File: config.mk
export PLATFORM = sky130hd
export DESIGN_NAME = sm83_dbg_seq
export DESIGN_NICKNAME = d
export VERILOG_FILES = /design/src/rtl/sm83_dbg_seq.sv
export SDC_FILE = /design/constraint.sdc
export NUM_CORES = 1
export LEC_CHECK = 0
export CAP_MARGIN = 25
export CORE_MARGIN = 4
export CORE_UTILIZATION = 35
export CTS_CLUSTER_SIZE = 14
export DETAILED_ROUTE_END_ITERATION = 10
export SYNTH_ARGS = -nofsm -noshare
export SYNTH_HDL_FRONTEND = slang
export SYNTH_SLANG_ARGS = --single-unit
File: constraint.sdc
create_clock -name clk -period 2.4 [get_ports clk]
set_input_delay 0.72 -clock clk [delete_from_list [all_inputs] [get_ports clk]]
set_output_delay 0.72 -clock clk [all_outputs]
set_load 0.005 [all_outputs]
File: src/rtl/sm83_dbg_seq.sv
// Host-side SM83 debug sequencer: turns one high-level request into command bytes on the
// toggle handshake, collects tagged reply nibbles and assembles a CPU state snapshot.
module sm83_dbg_seq #(
    parameter int TIMEOUT  = 1023,
    parameter int DUMP_MAX = 32
) (
    input  logic        clk,
    input  logic        reset,
    input  logic [2:0]  cmd,
    input  logic [15:0] cmd_arg,
    input  logic [1:0]  cmd_idx,
    input  logic        cmd_valid,
    output logic        cmd_ready,
    output logic        done,
    output logic        err,
    output logic [3:0]  snap_status,
    output logic [3:0]  snap_f,
    output logic [7:0]  snap_probe,
    output logic [15:0] snap_pc,
    output logic [15:0] snap_sp,
    output logic [15:0] snap_wz,
    output logic        snap_valid,
    output logic [7:0]  dbg_rx_data,
    output logic        dbg_rx_valid,
    output logic        dbg_rx_seq,
    input  logic        dbg_rx_ack,
    input  logic [7:0]  dbg_tx_data,
    input  logic        dbg_tx_seq,
    output logic        dbg_tx_ack
);
    localparam int TW = $clog2(TIMEOUT + 1);
    localparam int CW = $clog2(DUMP_MAX + 5);

    localparam logic [2:0] C_HALT    = 3'd0;
    localparam logic [2:0] C_CONT    = 3'd1;
    localparam logic [2:0] C_STEP    = 3'd2;
    localparam logic [2:0] C_SETBP   = 3'd3;
    localparam logic [2:0] C_DUMP    = 3'd4;
    localparam logic [2:0] C_NOINC   = 3'd5;
    localparam logic [2:0] C_ILLEGAL = 3'd7;

    typedef enum logic [1:0] {S_IDLE, S_ISSUE, S_WAIT, S_FINISH} state_t;

    state_t        state_reg;
    logic [2:0]    cmd_reg;
    logic [15:0]   arg_reg;
    logic [1:0]    idx_reg;
    logic [CW-1:0] byte_cnt_reg;
    logic [TW-1:0] tmo_reg;
    logic [15:0]   mask_reg;
    logic          got_reply_reg;
    logic          ready_reg;
    logic          done_reg;
    logic          err_reg;
    logic          snap_valid_reg;
    logic [7:0]    rx_data_reg;
    logic          rx_valid_reg;
    logic          rx_seq_reg;
    logic          tx_ack_reg;

    logic          reply_present;
    logic          rx_acked;
    logic          tmo_hit;
    logic [3:0]    reply_tag;
    logic [3:0]    reply_nib;
    logic [15:0]   mask_next;
    logic [3:0]    bp_nib;
    logic [7:0]    byte_next;

    always_comb begin
        reply_present = (dbg_tx_seq != tx_ack_reg);
        rx_acked      = (dbg_rx_ack == rx_seq_reg);
        tmo_hit       = (tmo_reg == TW'(TIMEOUT));
        reply_tag     = dbg_tx_data[7:4];
        reply_nib     = dbg_tx_data[3:0];
        mask_next     = mask_reg;
        if (reply_present) begin
            mask_next[reply_tag] = 1'b1;
        end
        case (byte_cnt_reg[1:0])
            2'd0:    bp_nib = arg_reg[3:0];
            2'd1:    bp_nib = arg_reg[7:4];
            2'd2:    bp_nib = arg_reg[11:8];
            default: bp_nib = arg_reg[15:12];
        endcase
        case (cmd_reg)
            C_HALT:  byte_next = 8'h00;
            C_CONT:  byte_next = 8'h03;
            C_STEP:  byte_next = 8'h02;
            C_SETBP: byte_next = {2'b10, idx_reg, bp_nib};
            C_NOINC: byte_next = {6'b001000, arg_reg[0], 1'b0};
            default: byte_next = 8'h04;  // PING, and DUMP which polls with PINGs
        endcase
    end

    always_ff @(posedge clk) begin
        if (reset) begin
            state_reg      <= S_IDLE;
            cmd_reg        <= '0;
            arg_reg        <= '0;
            idx_reg        <= '0;
            byte_cnt_reg   <= '0;
            tmo_reg        <= '0;
            mask_reg       <= '0;
            got_reply_reg  <= 1'b0;
            ready_reg      <= 1'b1;
            done_reg       <= 1'b0;
            err_reg        <= 1'b0;
            snap_valid_reg <= 1'b0;
            rx_data_reg    <= '0;
            rx_valid_reg   <= 1'b0;
            rx_seq_reg     <= 1'b0;
            tx_ack_reg     <= 1'b0;
        end else begin
            done_reg <= 1'b0;
            err_reg  <= 1'b0;
            case (state_reg)
                S_IDLE: begin
                    if (cmd_valid && ready_reg) begin
                        cmd_reg      <= cmd;
                        arg_reg      <= cmd_arg;
                        idx_reg      <= cmd_idx;
                        byte_cnt_reg <= '0;
                        tmo_reg      <= '0;
                        ready_reg    <= 1'b0;
                        if (cmd == C_ILLEGAL) begin
                            done_reg  <= 1'b1;
                            err_reg   <= 1'b1;
                            state_reg <= S_FINISH;
                        end else begin
                            if (cmd == C_DUMP) begin
                                mask_reg       <= '0;
                                snap_valid_reg <= 1'b0;
                            end
                            state_reg <= S_ISSUE;
                        end
                    end
                end
                S_ISSUE: begin
                    // A byte left outstanding by an earlier timeout must be acked first.
                    if (rx_acked) begin
                        rx_data_reg   <= byte_next;
                        rx_seq_reg    <= ~rx_seq_reg;
                        rx_valid_reg  <= 1'b1;
                        tmo_reg       <= '0;
                        got_reply_reg <= 1'b0;
                        byte_cnt_reg  <= byte_cnt_reg + CW'(1);
                        state_reg     <= S_WAIT;
                    end else if (tmo_hit) begin
                        done_reg  <= 1'b1;
                        err_reg   <= 1'b1;
                        state_reg <= S_FINISH;
                    end else begin
                        tmo_reg <= tmo_reg + TW'(1);
                    end
                end
                S_WAIT: begin
                    if (reply_present) begin
                        tx_ack_reg    <= dbg_tx_seq;
                        mask_reg      <= mask_next;
                        got_reply_reg <= 1'b1;
                    end
                    if (rx_acked) begin
                        rx_valid_reg <= 1'b0;
                        if (!(got_reply_reg || reply_present)) begin
                            done_reg  <= 1'b1;
                            err_reg   <= 1'b1;
                            state_reg <= S_FINISH;
                        end else if (cmd_reg == C_SETBP) begin
                            if (byte_cnt_reg == CW'(4)) begin
                                done_reg  <= 1'b1;
                                state_reg <= S_FINISH;
                            end else begin
                                state_reg <= S_ISSUE;
                            end
                        end else if (cmd_reg == C_DUMP) begin
                            if (mask_next == 16'hFFFF) begin
                                snap_valid_reg <= 1'b1;
                                done_reg       <= 1'b1;
                                state_reg      <= S_FINISH;
                            end else if (byte_cnt_reg == CW'(DUMP_MAX)) begin
                                done_reg  <= 1'b1;
                                err_reg   <= 1'b1;
                                state_reg <= S_FINISH;
                            end else begin
                                state_reg <= S_ISSUE;
                            end
                        end else begin
                            done_reg  <= 1'b1;
                            state_reg <= S_FINISH;
                        end
                    end else if (tmo_hit) begin
                        done_reg  <= 1'b1;
                        err_reg   <= 1'b1;
                        state_reg <= S_FINISH;
                    end else begin
                        tmo_reg <= tmo_reg + TW'(1);
                    end
                end
                default: begin
                    ready_reg <= 1'b1;
                    state_reg <= S_IDLE;
                end
            endcase
        end
    end

    // One nibble register per reply tag; bit 2 of the status nibble is reserved as zero.
    for (genvar gi = 0; gi < 16; gi++) begin : g_nib
        logic [3:0] nib_reg;
        logic [3:0] wdata;
        assign wdata = (gi == 0) ? (reply_nib & 4'hB) : reply_nib;
        always_ff @(posedge clk) begin
            if (reset) begin
                nib_reg <= '0;
            end else if (state_reg == S_WAIT && reply_present && reply_tag == 4'(gi)) begin
                nib_reg <= wdata;
            end
        end
    end

    assign snap_status  = g_nib[0].nib_reg;
    assign snap_f       = g_nib[1].nib_reg;
    assign snap_probe   = {g_nib[3].nib_reg, g_nib[2].nib_reg};
    assign snap_pc      = {g_nib[7].nib_reg, g_nib[6].nib_reg, g_nib[5].nib_reg, g_nib[4].nib_reg};
    assign snap_sp      = {g_nib[11].nib_reg, g_nib[10].nib_reg, g_nib[9].nib_reg, g_nib[8].nib_reg};
    assign snap_wz      = {g_nib[15].nib_reg, g_nib[14].nib_reg, g_nib[13].nib_reg, g_nib[12].nib_reg};
    assign snap_valid   = snap_valid_reg;
    assign cmd_ready    = ready_reg;
    assign done         = done_reg;
    assign err          = err_reg;
    assign dbg_rx_data  = rx_data_reg;
    assign dbg_rx_valid = rx_valid_reg;
    assign dbg_rx_seq   = rx_seq_reg;
    assign dbg_tx_ack   = tx_ack_reg;
endmodule

==> qor.txt <==
Max incr delay on CP -> 570 ps
Yosys warns -> 0
First-pass iteration count of the detailed router -> 5
Placed instance count -> 1,069
Library cells used by synthesis -> 56
VDD IR max -> 563 uV
Clock slew at reported path FFs -> 60 ps
Routed WL -> 17,100 microns
Final period util -> 95.6%
Fmax -> 0.436 GHz
Io pins -> 113
P_int -> 4.64 mW
Sw Pwr -> 1.95 mW
Clk network pwr share -> 41.0%
Switching fraction of total power -> 29.6%
R2R Setup Slk -> 310 ps
# DRC -> 0
Wirelength per Cell -> 15.5 microns
PwrDens -> 818 nW/um^2
Final net count -> 915
Post-synthesis async set-or-reset flop share -> 0%
Core Region -> 15,900 sq um
Slew margin rel. -> 64.8%
Routed vias/inst -> 5.14
Vias in the first global route -> 5,478
Max-slew violations -> 0
Global-route wire length before repair -> 27,200 microns
Setup violators final -> 0
Clk buf depth -> 2
Clk Latency, worst-skew pair -> 420 ps
Combinational Power Share -> 21.6%
Die Area -> 18,400 sq um
Max reg flops -> 56
Total CTS buffers -> 17
Crit Path Max Fanout -> 6
CP Class -> input pin to register
Outcome -> completed
Vias -> 5,664
Leakage power -> 2.81 nW
Slowest library cell on the worst path -> clkdlybuf4s50_1
Max-cap viol count -> 0
Post-Layout Cell Count -> 1,101
Post-synth top flop -> dfxtp_1
Die height -> 136 microns
Crit path time final -> 2290 ps
Cell chosen for the clock root -> clkbuf_16
Setup repair bufs after CTS -> 0
Unrepaired setup endpoints after global routing -> no
Synthesized flop and latch total -> 133
Startpoint Class -> input pin
Setup TNS -> 0 ps
Part of the power in registers -> 37.4%
Tot GR Track Use -> 18.4%
Ant. Diodes -> 0
Mapped Area -> 5710 sq um
DIE WIDTH -> 136 microns
Cell count after synthesis -> 724
Mean post-synth cell area -> 7.89 sq um
Final Wtd Congestion -> 0.887
Share of cells above drive strength 1 -> 13.4%
Post-synth EDFFs -> 0
Skew final -> 5.22 ps
Critical path capture point type -> register
Final Hold Viols -> 0
Slew @ Worst Pin -> 528 ps
Sequential cell area fraction in the yosys report -> 46.6%
DR iter-0 viols -> 379
Initial Utilization -> 35.8%
Count of input and output buffers -> 110
Post-DP HPWL -> 12,100 microns
TritonCTS clock tree -> built
Area grow syn2layout -> 41.0%
Rows -> 46
Crit path DAT -> 2580 ps
Clock Sinks -> 133
CTS H-tree depth -> 4
Grt ovf -> 0
Crit-path cells -> clkdlybuf4s50_1 > nor2b_4 > a31oi_1 > o22ai_1 > nand4_1 > a2111oi_4 > a2111oi_2
Largest net degree at the start of global routing -> 35
Hold Crit Class -> register to register
Worst EP required -> 2690 ps
Initial antenna violation count -> 0
Antenna-violating nets left -> 0
layout make-up:
type | count | area, sq um
Sequential cell | 133 | 2660
Clock buffer | 19 | 443
Fill cell | 1523 | 7890
Tap cell | 216 | 270
Inverter | 14 | 52.6
Timing Repair Buffer | 181 | 1640
Clock inverter | 13 | 173
Multi-Input combinational cell | 525 | 2810
cell usage after synthesis (2+ instances only):
cell type	count	share of area, %
nand2_1	154	10
dfxtp_1	133	47
a21oi_1	99	8.7
nand3_1	70	6.1
nor2_1	57	3.7
clkbuf_1	42	2.8
a22oi_1	17	2.2
inv_1	14	0.92
o21ai_0	11	0.96
nand4_1	10	1.1
ha_1	9	2.0
nor3_1	9	0.79
xnor2_1	7	1.1
and3_1	6	0.66
nor2b_1	6	0.66
a211oi_1	5	0.66
buf_2	5	0.44
o22ai_1	5	0.55
a222oi_1	4	0.70
a31oi_1	4	0.44
a41oi_1	4	0.61
o211ai_1	4	0.53
xor2_1	4	0.61
a2111oi_0	3	0.46
buf_4	3	0.39
mux2i_1	3	0.53
and2_1	2	0.22
and4_1	2	0.31
buf_1	2	0.13
o21a_1	2	0.26
o21bai_1	2	0.26
or3_1	2	0.22
metal layers:
metal,share of wire (%),global-route usage (%),up-vias
met2,48,29.6,169
met3,5.1,4.57,29
met5,0,0,-
met1,45,23.4,2660
met4,2.1,7.67,0
li1,-,-,2806
per-stage QoR:
| step | instance area, sq um | setup WS (ps) | hold slack, ps | total power [mW] | util (%) |
|---|---|---|---|---|---|
| floorplan | 5710 | 198 | 433 | 3.29 | - |
| global placement | 7400 | -446 | 442 | 3.88 | 46.4 |
| detailed placement | 7400 | -517 | 449 | 3.91 | 46.4 |
| CTS | 8020 | 3.71 | 456 | 6.62 | 50.3 |
| global route | 8050 | 23.4 | 475 | 6.90 | 50.5 |
| finish | 8050 | 105 | 455 | 6.59 | 50.5 |
layout by cell type, fill, tap and decap left out, types with 5 or more instances in the layout:
cell type / count
ha_1: 9
inv_1: 14
and3_1: 6
nand3_1: 70
dfxtp_1: 133
clkdlybuf4s50_1: 107
a21oi_1: 99
a211oi_1: 5
xnor2_1: 7
a22oi_1: 17
nor3_1: 8
nand4_1: 10
nor2_1: 55
clkbuf_16: 17
o22ai_1: 5
nand2_1: 154
o21ai_0: 10
buf_4: 71
logic make-up after synthesis:
kind of cell               after synthesis  synth area share (%)
AOI/OAI and AO/OA                      173                  18.8
xor gates and xnor gates                12                  1.97
adders and majority gates                9                  1.97
buffers and inverters                   67                  4.84
DFF                                    133                  46.6
muxes                                    3                 0.526
other                                    1                0.0657
and+or+nand+nor                        326                  25.2
final timing paths:
| kind | cells after the start | endpoint | from |
|---|---|---|---|
| worst max register to register | 8 | byte_cnt_reg[5] | state_reg[1] |
| worst min-delay path | 2 | arg_reg[1] | arg_reg[1] |
| worst min register to register | 2 | arg_reg[1] | arg_reg[1] |
| worst max-delay path | 7 | err | dbg_tx_data[4] |
power by group through the flow:
stage	combinational (mW)	sequential, mW	clock, mW
3_5_place_dp	1.40	2.51	0
2_1_floorplan	0.812	2.48	0
5_1_grt	1.57	2.48	2.84
6_report	1.42	2.47	2.70
3_3_place_gp	1.37	2.50	0
4_1_cts	1.41	2.47	2.75
what timing repair did:
item                       in CTS  in global routing
pin swaps                       1                  5
gates resized for setup         1                  9
setup endpoints to repair       3                 25
cloned                          0                  0
hold buffers                    0                  0
critical path, delay by kind of cell:
family,cells,cell delay [ps]
AOI/OAI and AO/OA,4,820
buffers and inverters,1,570
and+or+nand+nor,2,470
No activity file was read; power rests on OpenSTA's default activity.
